[src/rtl/dco_cal_pkg.sv]
// Shared types and helpers for the DCO coarse-band calibration slice.
// State/phase encodings, window/trial length helpers, signed error type.
package dco_cal_pkg;

  typedef enum logic [2:0] {
    S_IDLE,
    S_SETTLE,
    S_SNAP,
    S_MEAS,
    S_DECIDE,
    S_DONE
  } cal_state_e;

  typedef enum logic [1:0] {
    PH_COARSE,
    PH_FINE,
    PH_VERIFY
  } cal_phase_e;

  localparam int CNT_W_DFLT = 16;

  typedef logic signed [CNT_W_DFLT:0] cal_err_t;

  function automatic int win_len(input int log2);
    return 1 << log2;
  endfunction

  function automatic int trial_len(input int settle, input int log2);
    return settle + win_len(log2) + 2;
  endfunction

endpackage

[src/rtl/dco_cal_sar.sv]
// Generic W-bit successive-approximation register, offset-binary inside,
// two's complement code out (MSB inverted).
module dco_cal_sar
  import dco_cal_pkg::*;
#(
  parameter int W = 6
) (
  input  logic                clk,
  input  logic                resetn,
  input  logic                init,
  input  logic                step,
  input  logic                err_pos,
  output logic signed [W-1:0] code,
  output logic                last
);

  localparam int PW = (W > 1) ? $clog2(W) : 1;
  localparam logic [W-1:0] MSB = {1'b1, {(W-1){1'b0}}};

  logic [W-1:0]  sar;
  logic [PW-1:0] ptr;

  always_ff @(posedge clk) begin
    if (!resetn || init) begin
      sar <= MSB;
      ptr <= PW'(W - 1);
    end else if (step) begin
      // A tie (err == 0) keeps the bit, biasing toward the higher code.
      if (err_pos) sar[ptr] <= 1'b0;
      if (ptr != '0) begin
        sar[ptr - PW'(1)] <= 1'b1;
        ptr <= ptr - PW'(1);
      end
    end
  end

  assign code = sar ^ MSB;
  assign last = (ptr == '0);

endmodule

[src/rtl/dco_coarse_cal.sv]
// DCO coarse-band SAR calibration on refclk; counts DCO edges per window.
// Define FINE_CAL_EN to follow the coarse search with a fine-code search.
module dco_coarse_cal
  import dco_cal_pkg::*;
#(
  parameter int CW       = 6,
  parameter int FW       = 8,
  parameter int CNT_W    = 16,
  parameter int WIN_LOG2 = 4,
  parameter int SETTLE   = 8,
  parameter int CAL_TOL  = 8
) (
  input  logic                  refclk,
  input  logic                  resetn,
  input  logic                  start,
  input  logic [11:0]           fcw_int,
  input  logic [CNT_W-1:0]      dco_cnt,
  output logic signed [CW-1:0]  dctrl_coarse,
  output logic signed [FW-1:0]  dctrl_fine,
  output logic                  busy,
  output logic                  done,
  output logic                  fail,
  output logic signed [CNT_W:0] cal_err
);

  localparam int WIN  = win_len(WIN_LOG2);
  localparam int TMAX = (SETTLE > WIN) ? SETTLE : WIN;
  localparam int TW   = $clog2(TMAX + 1);

  cal_state_e state;
  cal_phase_e phase;

  logic [TW-1:0]         tcnt;
  logic [CNT_W:0]        target;
  logic [CNT_W:0]        tgt_req;
  logic [CNT_W-1:0]      c0;
  logic [CNT_W-1:0]      delta;
  logic signed [CNT_W:0] err;
  logic [CNT_W:0]        err_mag;
  logic                  err_pos;
  logic                  idle;
  logic                  accept;
  logic                  c_step;
  logic                  c_last;
  logic                  f_last;

  assign tgt_req = (CNT_W+1)'(fcw_int) << WIN_LOG2;
  assign idle    = (state == S_IDLE) || (state == S_DONE);
  assign accept  = idle && start && !tgt_req[CNT_W];
  assign err     = $signed({1'b0, delta}) - $signed(target);
  assign err_mag = err[CNT_W] ? $unsigned(-err) : $unsigned(err);
  assign err_pos = !err[CNT_W] && (err != '0);
  assign c_step  = (state == S_DECIDE) && (phase == PH_COARSE);

  dco_cal_sar #(.W(CW)) u_coarse (
    .clk     (refclk),
    .resetn  (resetn),
    .init    (accept),
    .step    (c_step),
    .err_pos (err_pos),
    .code    (dctrl_coarse),
    .last    (c_last)
  );

`ifdef FINE_CAL_EN
  localparam cal_phase_e PH_POST = PH_FINE;
  logic f_step;
  assign f_step = (state == S_DECIDE) && (phase == PH_FINE);

  dco_cal_sar #(.W(FW)) u_fine (
    .clk     (refclk),
    .resetn  (resetn),
    .init    (accept),
    .step    (f_step),
    .err_pos (err_pos),
    .code    (dctrl_fine),
    .last    (f_last)
  );
`else
  localparam cal_phase_e PH_POST = PH_VERIFY;
  assign f_last     = 1'b1;
  assign dctrl_fine = '0;
`endif

  always_ff @(posedge refclk) begin
    if (!resetn) begin
      state   <= S_IDLE;
      phase   <= PH_COARSE;
      tcnt    <= '0;
      target  <= '0;
      c0      <= '0;
      delta   <= '0;
      busy    <= 1'b0;
      done    <= 1'b0;
      fail    <= 1'b0;
      cal_err <= '0;
    end else begin
      unique case (state)
        S_IDLE, S_DONE: begin
          if (start) begin
            if (tgt_req[CNT_W]) begin
              state   <= S_DONE;
              done    <= 1'b1;
              fail    <= 1'b1;
              cal_err <= '0;
            end else begin
              state  <= S_SETTLE;
              phase  <= PH_COARSE;
              tcnt   <= '0;
              target <= tgt_req;
              busy   <= 1'b1;
              done   <= 1'b0;
              fail   <= 1'b0;
            end
          end
        end
        S_SETTLE: begin
          if (tcnt == TW'(SETTLE - 1)) begin
            state <= S_SNAP;
            tcnt  <= '0;
          end else begin
            tcnt <= tcnt + TW'(1);
          end
        end
        S_SNAP: begin
          c0    <= dco_cnt;
          state <= S_MEAS;
        end
        S_MEAS: begin
          // End sample taken here so the window spans exactly WIN periods.
          if (tcnt == TW'(WIN - 1)) begin
            delta <= dco_cnt - c0;
            state <= S_DECIDE;
            tcnt  <= '0;
          end else begin
            tcnt <= tcnt + TW'(1);
          end
        end
        S_DECIDE: begin
          state <= S_SETTLE;
          unique case (phase)
            PH_COARSE: if (c_last) phase <= PH_POST;
            PH_FINE:   if (f_last) phase <= PH_VERIFY;
            default: begin
              state   <= S_DONE;
              busy    <= 1'b0;
              done    <= 1'b1;
              cal_err <= err;
              fail    <= err_mag > (CNT_W+1)'(CAL_TOL);
            end
          endcase
        end
        default: state <= S_IDLE;
      endcase
    end
  end

endmodule

[config.mk]
export PLATFORM = sky130hd
export DESIGN_NAME = dco_coarse_cal
export DESIGN_NICKNAME = d
export VERILOG_FILES = /design/src/rtl/dco_cal_pkg.sv /design/src/rtl/dco_cal_sar.sv /design/src/rtl/dco_coarse_cal.sv
export SDC_FILE = /design/constraint.sdc
export NUM_CORES = 1
export LEC_CHECK = 0
export CORE_MARGIN = 1.5
export CORE_UTILIZATION = 30
export DETAILED_ROUTE_END_ITERATION = 6
export SYNTH_ARGS = -nofsm -noshare
export SYNTH_HDL_FRONTEND = slang
export SYNTH_HIERARCHICAL = 1
export SYNTH_SLANG_ARGS = --single-unit
[constraint.sdc]
create_clock -name refclk -period 3.2 [get_ports refclk]
set_input_delay 0.64 -clock refclk [delete_from_list [all_inputs] [get_ports refclk]]
set_output_delay 0.64 -clock refclk [all_outputs]
set_load 0.005 [all_outputs]
# Word-level counts from Yosys, hierarchy flattened
# Index checks and enable logic that the tools add are counted.
word_totals:
  elab_cells: 97
  regBits: 83
classes:
  n_mux: 30
  eq_ne: 14
  add_sub_neg: 5
  n_reduce_logical: 26
  n_bitwise: 5
  magnitude_cmp: 5
ops:
  columns: ["cell", "n"]
  rows:
  - ["$mux W6", 4]
  - ["$gt A17 B4 Y1 const B", 1]
  - ["$mux W17", 1]
  - ["$neg A17 Y17", 1]
  - ["$reduce_bool A17 Y1", 1]
  - ["$sub A16 B16 Y17", 1]
  - ["$sub A16 B16 Y16", 1]
  - ["$mux W5", 3]
  - ["$pmux W3 S5", 1]
  - ["$pmux W5 S3", 1]
  - ["$mux W3", 4]
  - ["$reduce_and A2 Y1", 5]
  - ["$lt A3 B4 Y1 const B", 2]
  - ["$ne A2 B2 Y1 const B", 4]
  - ["$pmux W2 S2", 2]
  - ["$mux W1", 7]
  - ["$and A6 B6 Y6", 1]
  - ["$demux W1 S3", 2]
  - ["$eq A3 B2 Y1 const B", 2]
  - ["$eq A3 B3 Y1 const B", 2]
  - ["$ge A3 B1 Y1 const B", 2]
  - ["$logic_not A3 Y1", 2]
  - ["$not A6 Y6", 1]
  - ["$or A6 B6 Y6", 1]
  - ["20 further kinds", 33]

# Longest topological paths before layout
# Gate-level depths: netlist (run 1).
logic_depth:
  word_depth: 11
  ltp_mapped: 13
  mapped_depth_nobuf: 13

# Cells and area by module
# The synthesis (run 1) kept the hierarchy.
modules_own_cells:
  columns: ["mod", "area_per_inst_um2", "instances", "cells_per_inst", "seq_area_each_um2"]
  rows:
  - ["dco_coarse_cal", 4600.7, 1, 581, 1461.4]
  - ["dco_cal_sar", 498.0, 1, 55, 180.2]

# Least setup slack after synthesis (run 1)
# No wires, ideal clock.
synth_timing:
  kind: "register -> register"
  from: "register delta[4]"
  to: "register u_coarse.sar[0]"
  synth_period_minus_slack_ps: 2670
  t_required_ps: 3074
  path_stages_with_launch: 14
  n_path_buf: 0
  slack_ps: 530
  t_arrival_ps: 2544
  setup_ps: 126
  path_cell_list: "dfxtp_1 > inv_1 > ha_1 > fa_1 > nor2b_4 > o31ai_4 > a211oi_2 > nor2_1 > xnor2_1 > and3_1 > a21oi_1 > nand2_1 > o41ai_1 > a21oi_1"
synth_between:
  elab_chain_cells: 8
  elab_cells_between_ends: 9
  cone_classes: "1 x add/sub; 4 x mux; 1 x bitwise; 3 x reduce/logical"
synth_lines:
  columns: ["element", "line_no", "rtl"]
  rows:
  - ["from (decl)", "dco_coarse_cal.sv:37", "logic [CNT_W-1:0] delta;"]
  - ["from (signal assigned)", "dco_coarse_cal.sv:132", "delta <= dco_cnt - c0;"]
  - ["$sub A16 B16 Y17 *", "dco_coarse_cal.sv:50", "assign err = $signed({1'b0, delta}) - $signed(target);"]
  - ["$reduce_bool A17 Y1 or $logic_not A1 Y1 (tied branches)", "dco_coarse_cal.sv:52", "assign err_pos = !err[CNT_W] && (err != '0);"]
  - ["$logic_and A1 B1 Y1 *", "dco_coarse_cal.sv:52", null]
  - ["named net err_pos", "dco_coarse_cal.sv:40", "logic err_pos;"]
  - ["$mux W6 *", "dco_cal_sar.sv:29", "if (err_pos) sar[ptr] <= 1'b0;"]
  - ["$mux W6 *", "dco_cal_sar.sv:27", "end else if (step) begin"]
  - ["$mux W6 *", "dco_cal_sar.sv:24", "if (!resetn || init) begin"]
  - ["$or A6 B6 Y6 (no line)", null, null]
  - ["$mux W6 *", "dco_cal_sar.sv:30", "if (ptr != '0) begin"]
  - ["to (signal assigned)", "dco_cal_sar.sv:25", "sar <= MSB;"]
  - ["to (signal, indexed assignment)", "dco_cal_sar.sv:29", null]
  - ["to (signal, indexed assignment)", "dco_cal_sar.sv:31", "sar[ptr - PW'(1)] <= 1'b1;"]
  - ["to (decl)", "dco_cal_sar.sv:20", "logic [W-1:0] sar;"]
# Mark *: on every way through the listed nets, which the timed path passes. The rest lies on a longest branch. The select of a mux whose other input is x is not followed.
# A chain may end at the register's enable or synchronous reset.

# Worst setup path after layout (run 1)
layout_timing:
  from: "register target[6]"
  to: "register fail"
layout_between:
  elab_chain_cells: 6
layout_lines:
  columns: ["element", "line_no", "rtl"]
  rows:
  - ["from (decl)", "dco_coarse_cal.sv:34", "logic [CNT_W:0] target;"]
  - ["from (signal assigned)", "dco_coarse_cal.sv:110", "target <= tgt_req;"]
  - ["$sub A16 B16 Y17 *", "dco_coarse_cal.sv:50", null]
  - ["$neg A17 Y17", "dco_coarse_cal.sv:51", "assign err_mag = err[CNT_W] ? $unsigned(-err) : $unsigned(err);"]
  - ["$mux W17 *", "dco_coarse_cal.sv:51", null]
  - ["$gt A17 B4 Y1 *", "dco_coarse_cal.sv:149", "fail <= err_mag > (CNT_W+1)'(CAL_TOL);"]
  - ["$mux W1 *", "dco_coarse_cal.sv:141", "unique case (phase)"]
  - ["$pmux W1 S2 *", "dco_coarse_cal.sv:98", "unique case (state)"]
  - ["to (signal assigned)", "dco_coarse_cal.sv:149", null]
  - ["to (decl)", "dco_coarse_cal.sv:22", "output logic fail,"]
# Mark *: on every way between the ends. The rest lies on a longest branch, timed or not. The select of a mux whose other input is x is not followed.

==> run summary, run 1 <==
CP cell instances = inv_1 > ha_1 > nor2b_4 > o31ai_4 > a211oi_2 > buf_4 > o41ai_4 > nand2_1 > mux2i_1 > a2111oi_1 > a31oi_1
Max-Cap Viols = 0
layout cell share with drive strength beyond 1 = 8.501%
final hold violation count = 0
Routed Antenna Nets = 0
Worst R2R Path Depth = 11
reg2reg end = fail
Critical Path End = fail
die area = 17790 um^2
placed cell count = 898
Worst Path Max Fanout = 6
WS Path Type = reg2reg
VDD IR max = 0.2612 mV
Core Util, Final = 37.56%
reg2reg setup slack = 0.19 ns
# rows = 47
via/cell ratio = 4.668
dpl hpwl = 8876 um
Leak = 2.410 nW
EDFF count, synth = 0
max_slew headroom = 57.48%
Setup crit start kind = register
Die H = 133.4 um
# diodes = 0
Post-CTS Setup Repair Bufs = 0
clk root buf = clkbuf_16
die width = 133.4 um
Placer Congestion = 0.8383
Synth Flop Type = dfxtp_1
nets = 754
initial antenna violation count = 0
status = finished clean
critical path data arrival time = 3.23 ns
Final Max Slew Viols = 0
RSZ-0062 raised after global routing = false
RR Startpoint = target[6]
CP startpoint = target[6]
final setup violation count = 0
cell family with the largest share of critical-path delay = compound AO/OA/AOI/OAI gates
PD cells = 421.5 nW/um^2
I/O Pins = 65
post-CTS resize count = 0
crit share post-route = 94.08%
Crit path depth = 11
slowest CP cell = o41ai_4
Period minus WS final = 3.010 ns
global-route usage over all layers = 13.73%
Mapped Cells = 636
first-pass GRT wire length = 19530 um
Fmax = 0.3322 GHz
via count = 4267
clk slew on worst S/H paths = 0.06 ns
synthesis-stage register bit count = 82
H-tree depth = 3
Yosys cell types = 78
Ys Warns = 6
CTS sink count = 82
CTS tree = done
max incr delay on CP = 0.50 ns
Syn-to-layout area delta = 22.16%
asr flop ratio synth = 0%
Floorplan Core Area = 16580 um^2
WL/cell = 12.72 um
GRT overflow = 0
syn avg cell area = 8.017 um^2
setup_tns = 0 ns
final WL = 11630 um
initial DRC count = 202
worst min path class = reg2reg
Critical path buffers and inverters = 2
Seq/Total Area, Yosys = 32.20%
Post-CTS Hold Buffers = 0
Port Buffer Count = 56
Worst Skew = 0.008632 ns
actual slew at the worst max-slew pin = 0.6311 ns
CP Data Required Time = 3.42 ns
clock tree buffer depth = 2
clock latency reported for the late side of the worst-skew pair = 0.35 ns
first drt pass iteration count = 4
pin count of the biggest net entering global routing = 54
Non-Filler Instances = 914
total CTS buffers = 9
initial core utilization = 30.75%
via count of the first global-routing pass = 3886
CP Capture Type = register
Mapped Area = 5099 um^2
Post-route DRC = 0
[logic make-up after synthesis]
kind of cell             share of synthesized area [%]
AND/OR/NAND/NOR                                  23.66
AO/OA/AOI/OAI                                    23.49
buffers and inverters                            7.755
flip-flops                                       32.20
adder cells (fa/ha/maj)                          8.834
XOR/XNOR                                         3.607
multiplexers                                    0.3927
other                                          0.07355
[how the worst min path moves through the flow]
stage	start	end	slack, ns	cells after the start
6_report	c0[2]	c0[2]	0.45	2
5_1_grt	c0[9]	c0[9]	0.48	2
4_1_cts	c0[2]	c0[2]	0.46	2
3_5_place_dp	c0[2]	c0[2]	0.45	2
3_3_place_gp	c0[2]	c0[2]	0.45	2
2_1_floorplan	c0[2]	c0[2]	0.44	2
[routing by layer]
layer	share of wire (%)	vias up	global-route usage, %
met5	0	-	0
met4	1.1	0	4.287
met3	4.8	8	3.196
met2	43	87	20.67
met1	51	1897	19.40
li1	-	2275	-
[sequential cells by signal, indices dropped and copies added, names as in the netlist]
name	count
c0	16
busy	1
state	3
fail	1
tcnt	5
done	1
u_coarse/sar	6
cal_err	17
u_coarse/ptr	3
target	12
delta	16
phase	1
[worst reg2reg max path, stage by stage, from the launching register on]
cell and delay, ns:
dfxtp_1 0.33, inv_1 0.07, ha_1 0.36, nor2b_4 0.17, o31ai_4 0.24, a211oi_2 0.13, buf_4 0.15, o41ai_4 0.50
nand2_1 0.13, mux2i_1 0.16, a2111oi_1 0.50, a31oi_1 0.15
[stage by stage]
step | cell area [um^2] | worst slack (ns) | power (mW) | hold slack, ns
after floorplan | 5125 | 0.5302 | 1.378 | 0.4351
after global placement | 5897 | 0.02779 | 1.529 | 0.4456
after detailed placement | 5897 | -0.01756 | 1.529 | 0.4476
after CTS | 6216 | 0.1652 | 2.661 | 0.4556
after global routing | 6228 | 0.002684 | 2.759 | 0.4782
final | 6228 | 0.1895 | 2.625 | 0.4550
[cells in the mapped netlist, types with 3 or more instances]
library cell	number	area share [%]
nand2_1	126	9.3
and2_1	17	2.1
nand2b_1	9	1.1
nand4b_1	3	0.52
a21boi_1	6	0.88
a21boi_0	37	5.4
o41ai_1	3	0.52
o31ai_1	3	0.44
a21oi_1	22	2.2
nor3_1	11	1.1
clkbuf_1	21	1.5
o2111ai_1	3	0.52
xor2_1	6	1.0
a211oi_1	3	0.44
a31oi_1	5	0.61
a21o_1	5	0.74
nand3_1	13	1.3
nor2_1	26	1.9
inv_1	45	3.3
dfxtp_1	82	32
ha_1	32	7.9
nor2b_1	11	1.3
buf_4	14	2.1
nand4_1	7	0.86
xnor2_1	15	2.6
o21a_1	7	1.0
and3_1	5	0.61
o21ai_1	4	0.39
o21ai_0	29	2.8
o211a_1	7	1.4
[layout by cell type (no fill, tap or decap), types with 6 or more instances in the layout]
master / count
nand3_1: 13
nor2b_1: 11
a21boi_1: 6
buf_4: 18
nand2b_1: 9
xor2_1: 6
inv_1: 45
conb_1: 8
xnor2_1: 15
o21a_1: 7
clkbuf_16: 9
ha_1: 32
a21oi_1: 21
nor3_1: 10
and2_1: 17
a21boi_0: 37
nand4_1: 7
nor2_1: 26
o211a_1: 7
clkdlybuf4s50_1: 55
o21ai_0: 29
dfxtp_1: 82
nand2_1: 126
[report_power, final]
part           switching (mW)  internal (mW)
Combinational           0.243          0.224
Clock                   0.429          0.686
Sequential            0.00930           1.03
[final cells by class]
| class | instances | area, um^2 |
|---|---|---|
| clock buffers | 10 | 229.0 |
| clock inverters | 6 | 90.09 |
| inverters | 47 | 176.4 |
| multi-input cells | 474 | 3105 |
| fillers | 1788 | 10350 |
| well taps | 220 | 275.3 |
| repair buffers | 75 | 710.7 |
| flip-flops and latches | 82 | 1642 |
Note: power is estimated with default switching activity, not from simulation.
==> run 2: changes to the inputs <==
Settings changed: CORE_MARGIN 1.5 to 2.
==> run 2 against run 1 <==
Count of clock-buffer cells in the layout grew 1. First-iteration DRC count shrank 3.5%. Final cell count shrank 0.44%. Sequential power is essentially flat. Largest cell class unchanged.
==> run summary, run 2 (same netlist as run 1, synthesis figures left out) <==
Clock power frac = 40.7% (-1.8 points)
Worst Path Max Fanout = 4 (-2)
status = finished clean
layout cell share with drive strength beyond 1 = 7.536% (-0.97 points)
critical path data arrival time = 3.22 ns (about the same)
Core Util, Final = 37.04% (-0.52 points)
CTS tree = done
Post-CTS Setup Repair Bufs = 0 (unchanged)
# diodes = 0 (unchanged)
final hold violation count = 0 (unchanged)
Setup crit start kind = register
Critical path buffers and inverters = 2 (unchanged)
sequential share of power = 41.4% (+1.7 points)
RSZ-0062 raised after global routing = false
initial core utilization = 30.75% (unchanged)
global-route usage over all layers = 13.72% (-0.019 points)
first drt pass iteration count = 4 (unchanged)
Hold Path Depth = 2 (unchanged)
I/O Pins = 65 (unchanged)
reg2reg setup slack = 0.21 ns (+0.02 ns)
Placer Congestion = 0.8623 (+2.9%)
WS Path Type = reg2reg
CP Data Required Time = 3.42 ns (about the same)
power share of the combinational group = 18.0% (+0.2 points)
commonest cells after routing, fill and taps aside = nand2_1, dfxtp_1, clkdlybuf4s50_1
die width = 134.4 um (+0.75%)
Syn-to-layout area delta = 20.47%
nets = 750 (-0.53%)
Layout fillers = 1766 (-1.2%)
Max-Cap Viols = 0 (unchanged)
cell internal pwr = 1.851 mW (-4.8%)
via count = 4294 (+0.63%)
clk slew on worst S/H paths = 0.06 ns (about the same)
total CTS buffers = 9 (unchanged)
Worst Skew = 0.008547 ns (-0.00008508 ns)
via/cell ratio = 4.719 (+1.1%)
initial antenna violation count = 0 (unchanged)
initial DRC count = 195 (-3.5%)
dpl hpwl = 8954 um (+0.88%)
clock latency reported for the late side of the worst-skew pair = 0.35 ns (about the same)
Die H = 134.4 um (+0.75%)
Hold EP = c0[2]
CP Capture Type = register
cell area after layout = 6142 um^2 (-1.4%)
CTS sink count = 82 (unchanged)
Most flops, register = cal_err
WL/cell = 12.90 um (+1.3%)
final setup violation count = 0 (unchanged)
setup_tns = 0 ns (unchanged)
switching share of power = 26.60% (+0.64 points)
Most Frequent Cell on Critical Path = a21oi_1
VDD IR max = 0.2426 mV (-7.1%)
# rows = 47 (unchanged)
Post-CTS Hold Buffers = 0 (unchanged)
NetSw = 671.0 uW (-1.6%)
crit share post-route = 93.57% (-0.50 points)
reg2reg end = u_coarse/sar[0]
cell family with the largest share of critical-path delay = compound AO/OA/AOI/OAI gates
first-pass GRT wire length = 19960 um (+2.2%)
max_slew headroom = 28.74% (-29 points)
Final Max Slew Viols = 0 (unchanged)
CP cell instances = inv_1 > ha_1 > fa_1 > nor2b_4 > o31ai_4 > a211oi_2 > nor2_1 > xnor2_1 > and3_1 > a21oi_1 > buf_4 > nand2_1 > o41ai_1 > a21oi_1
clock tree buffer depth = 2 (unchanged)
Post-route DRC = 0 (unchanged)
RR Startpoint = delta[4]
max reg flops = 17 (unchanged)
Floorplan Core Area = 16580 um^2 (unchanged)
actual slew at the worst max-slew pin = 1.063 ns (+0.4321 ns)
H-tree depth = 3 (unchanged)
Worst R2R Path Depth = 14 (+3)
Routed Antenna Nets = 0 (unchanged)
GRT overflow = 0 (unchanged)
clk root buf = clkbuf_16
Fmax = 0.3340 GHz (+0.54%)
Leak = 2.368 nW (-1.7%)
PD cells = 410.6 nW/um^2 (-2.6%)
post-place instance area = 5854 um^2 (-0.72%)
Largest regs = cal_err (17), c0 (16), delta (16)
Period minus WS final = 2.994 ns (-0.01613 ns)
Port Buffer Count = 56 (unchanged)
die area = 18050 um^2 (+1.5%)
min-delay src = c0[2]
most common cell after layout, fill and taps aside = nand2_1
via count of the first global-routing pass = 4046 (+4.1%)
slowest CP cell = fa_1
max incr delay on CP = 0.46 ns (-0.04 ns)
final WL = 11740 um (+0.90%)
worst min path class = reg2reg
pin count of the biggest net entering global routing = 34 (-37%)
[run 2: worst max-delay path by stage]
| stage | depth (start not counted) | startpoint | end | slack [ns] |
|---|---|---|---|---|
| after floorplan | 13 | delta[4] | u_coarse/sar[0] | 0.53 |
| after global placement | 10 | dco_cnt[1] | delta[15] | 0.01 |
| after detailed placement | 10 | dco_cnt[1] | delta[15] | 0.03 |
| after CTS | 14 | delta[4] | u_coarse/sar[0] | 0.17 |
| after global routing | 13 | target[5] | u_coarse/sar[1] | 0.007 |
| final | 14 | delta[4] | u_coarse/sar[0] | 0.21 |
[run 2: area by class of cell]
| type | count | area, um^2 | area share (%) |
|---|---|---|---|
| Timing Repair Buffer | 71 | 668.1 | 10.88 |
| Multi-Input combinational cell | 474 | 3093 | 50.36 |
| Clock inverter | 5 | 55.05 | 0.8963 |
| Clock buffer | 11 | 232.7 | 3.789 |
| Inverter | 47 | 176.4 | 2.872 |
| Tap cell | 220 | 275.3 | 4.482 |
| Sequential cell | 82 | 1642 | 26.73 |
[run 2: worst min-delay path, delay by kind of cell (launching register included)]
kind / cells / cell delay [ns]
compound gates: 1 / 0.05
flops: 1 / 0.31
simple gates: 1 / 0.05
[run 2: per-layer routing]
| layer | global-route usage [%] | part of all wire, % | vias up |
|---|---|---|---|
| li1 | - | - | 2274 |
| met1 | 19.12 | 52 | 1943 |
| met2 | 20.98 | 43 | 68 |
| met3 | 3.401 | 3.4 | 9 |
| met4 | 3.918 | 0.95 | 0 |
| met5 | 0 | 0 | - |
[run 2: power by group through the flow]
| stage | registers, mW | clock network [mW] | logic, mW |
|---|---|---|---|
| 2_1_floorplan | 1.06 | 0 | 0.317 |
| 3_3_place_gp | 1.07 | 0 | 0.453 |
| 3_5_place_dp | 1.07 | 0 | 0.451 |
| 4_1_cts | 1.04 | 1.07 | 0.455 |
| 5_1_grt | 1.04 | 1.11 | 0.502 |
| 6_report | 1.04 | 1.03 | 0.453 |
[run 2: per-stage QoR]
stage          std cells  setup slack [ns]  power (mW)  hold slack (ns)
2_1_floorplan        643            0.5302       1.378           0.4351
3_3_place_gp         894           0.01009       1.519           0.4425
3_5_place_dp         894           0.02550       1.517           0.4488
4_1_cts              910            0.1706       2.564           0.4575
5_1_grt              910          0.007096       2.656           0.4774
6_report             910            0.2057       2.522           0.4547
[run 2: what timing repair did]
item,CTS,global route
hold endpoints to repair,0,0
gates resized for setup,0,0
endpoints found under the setup margin,0,1
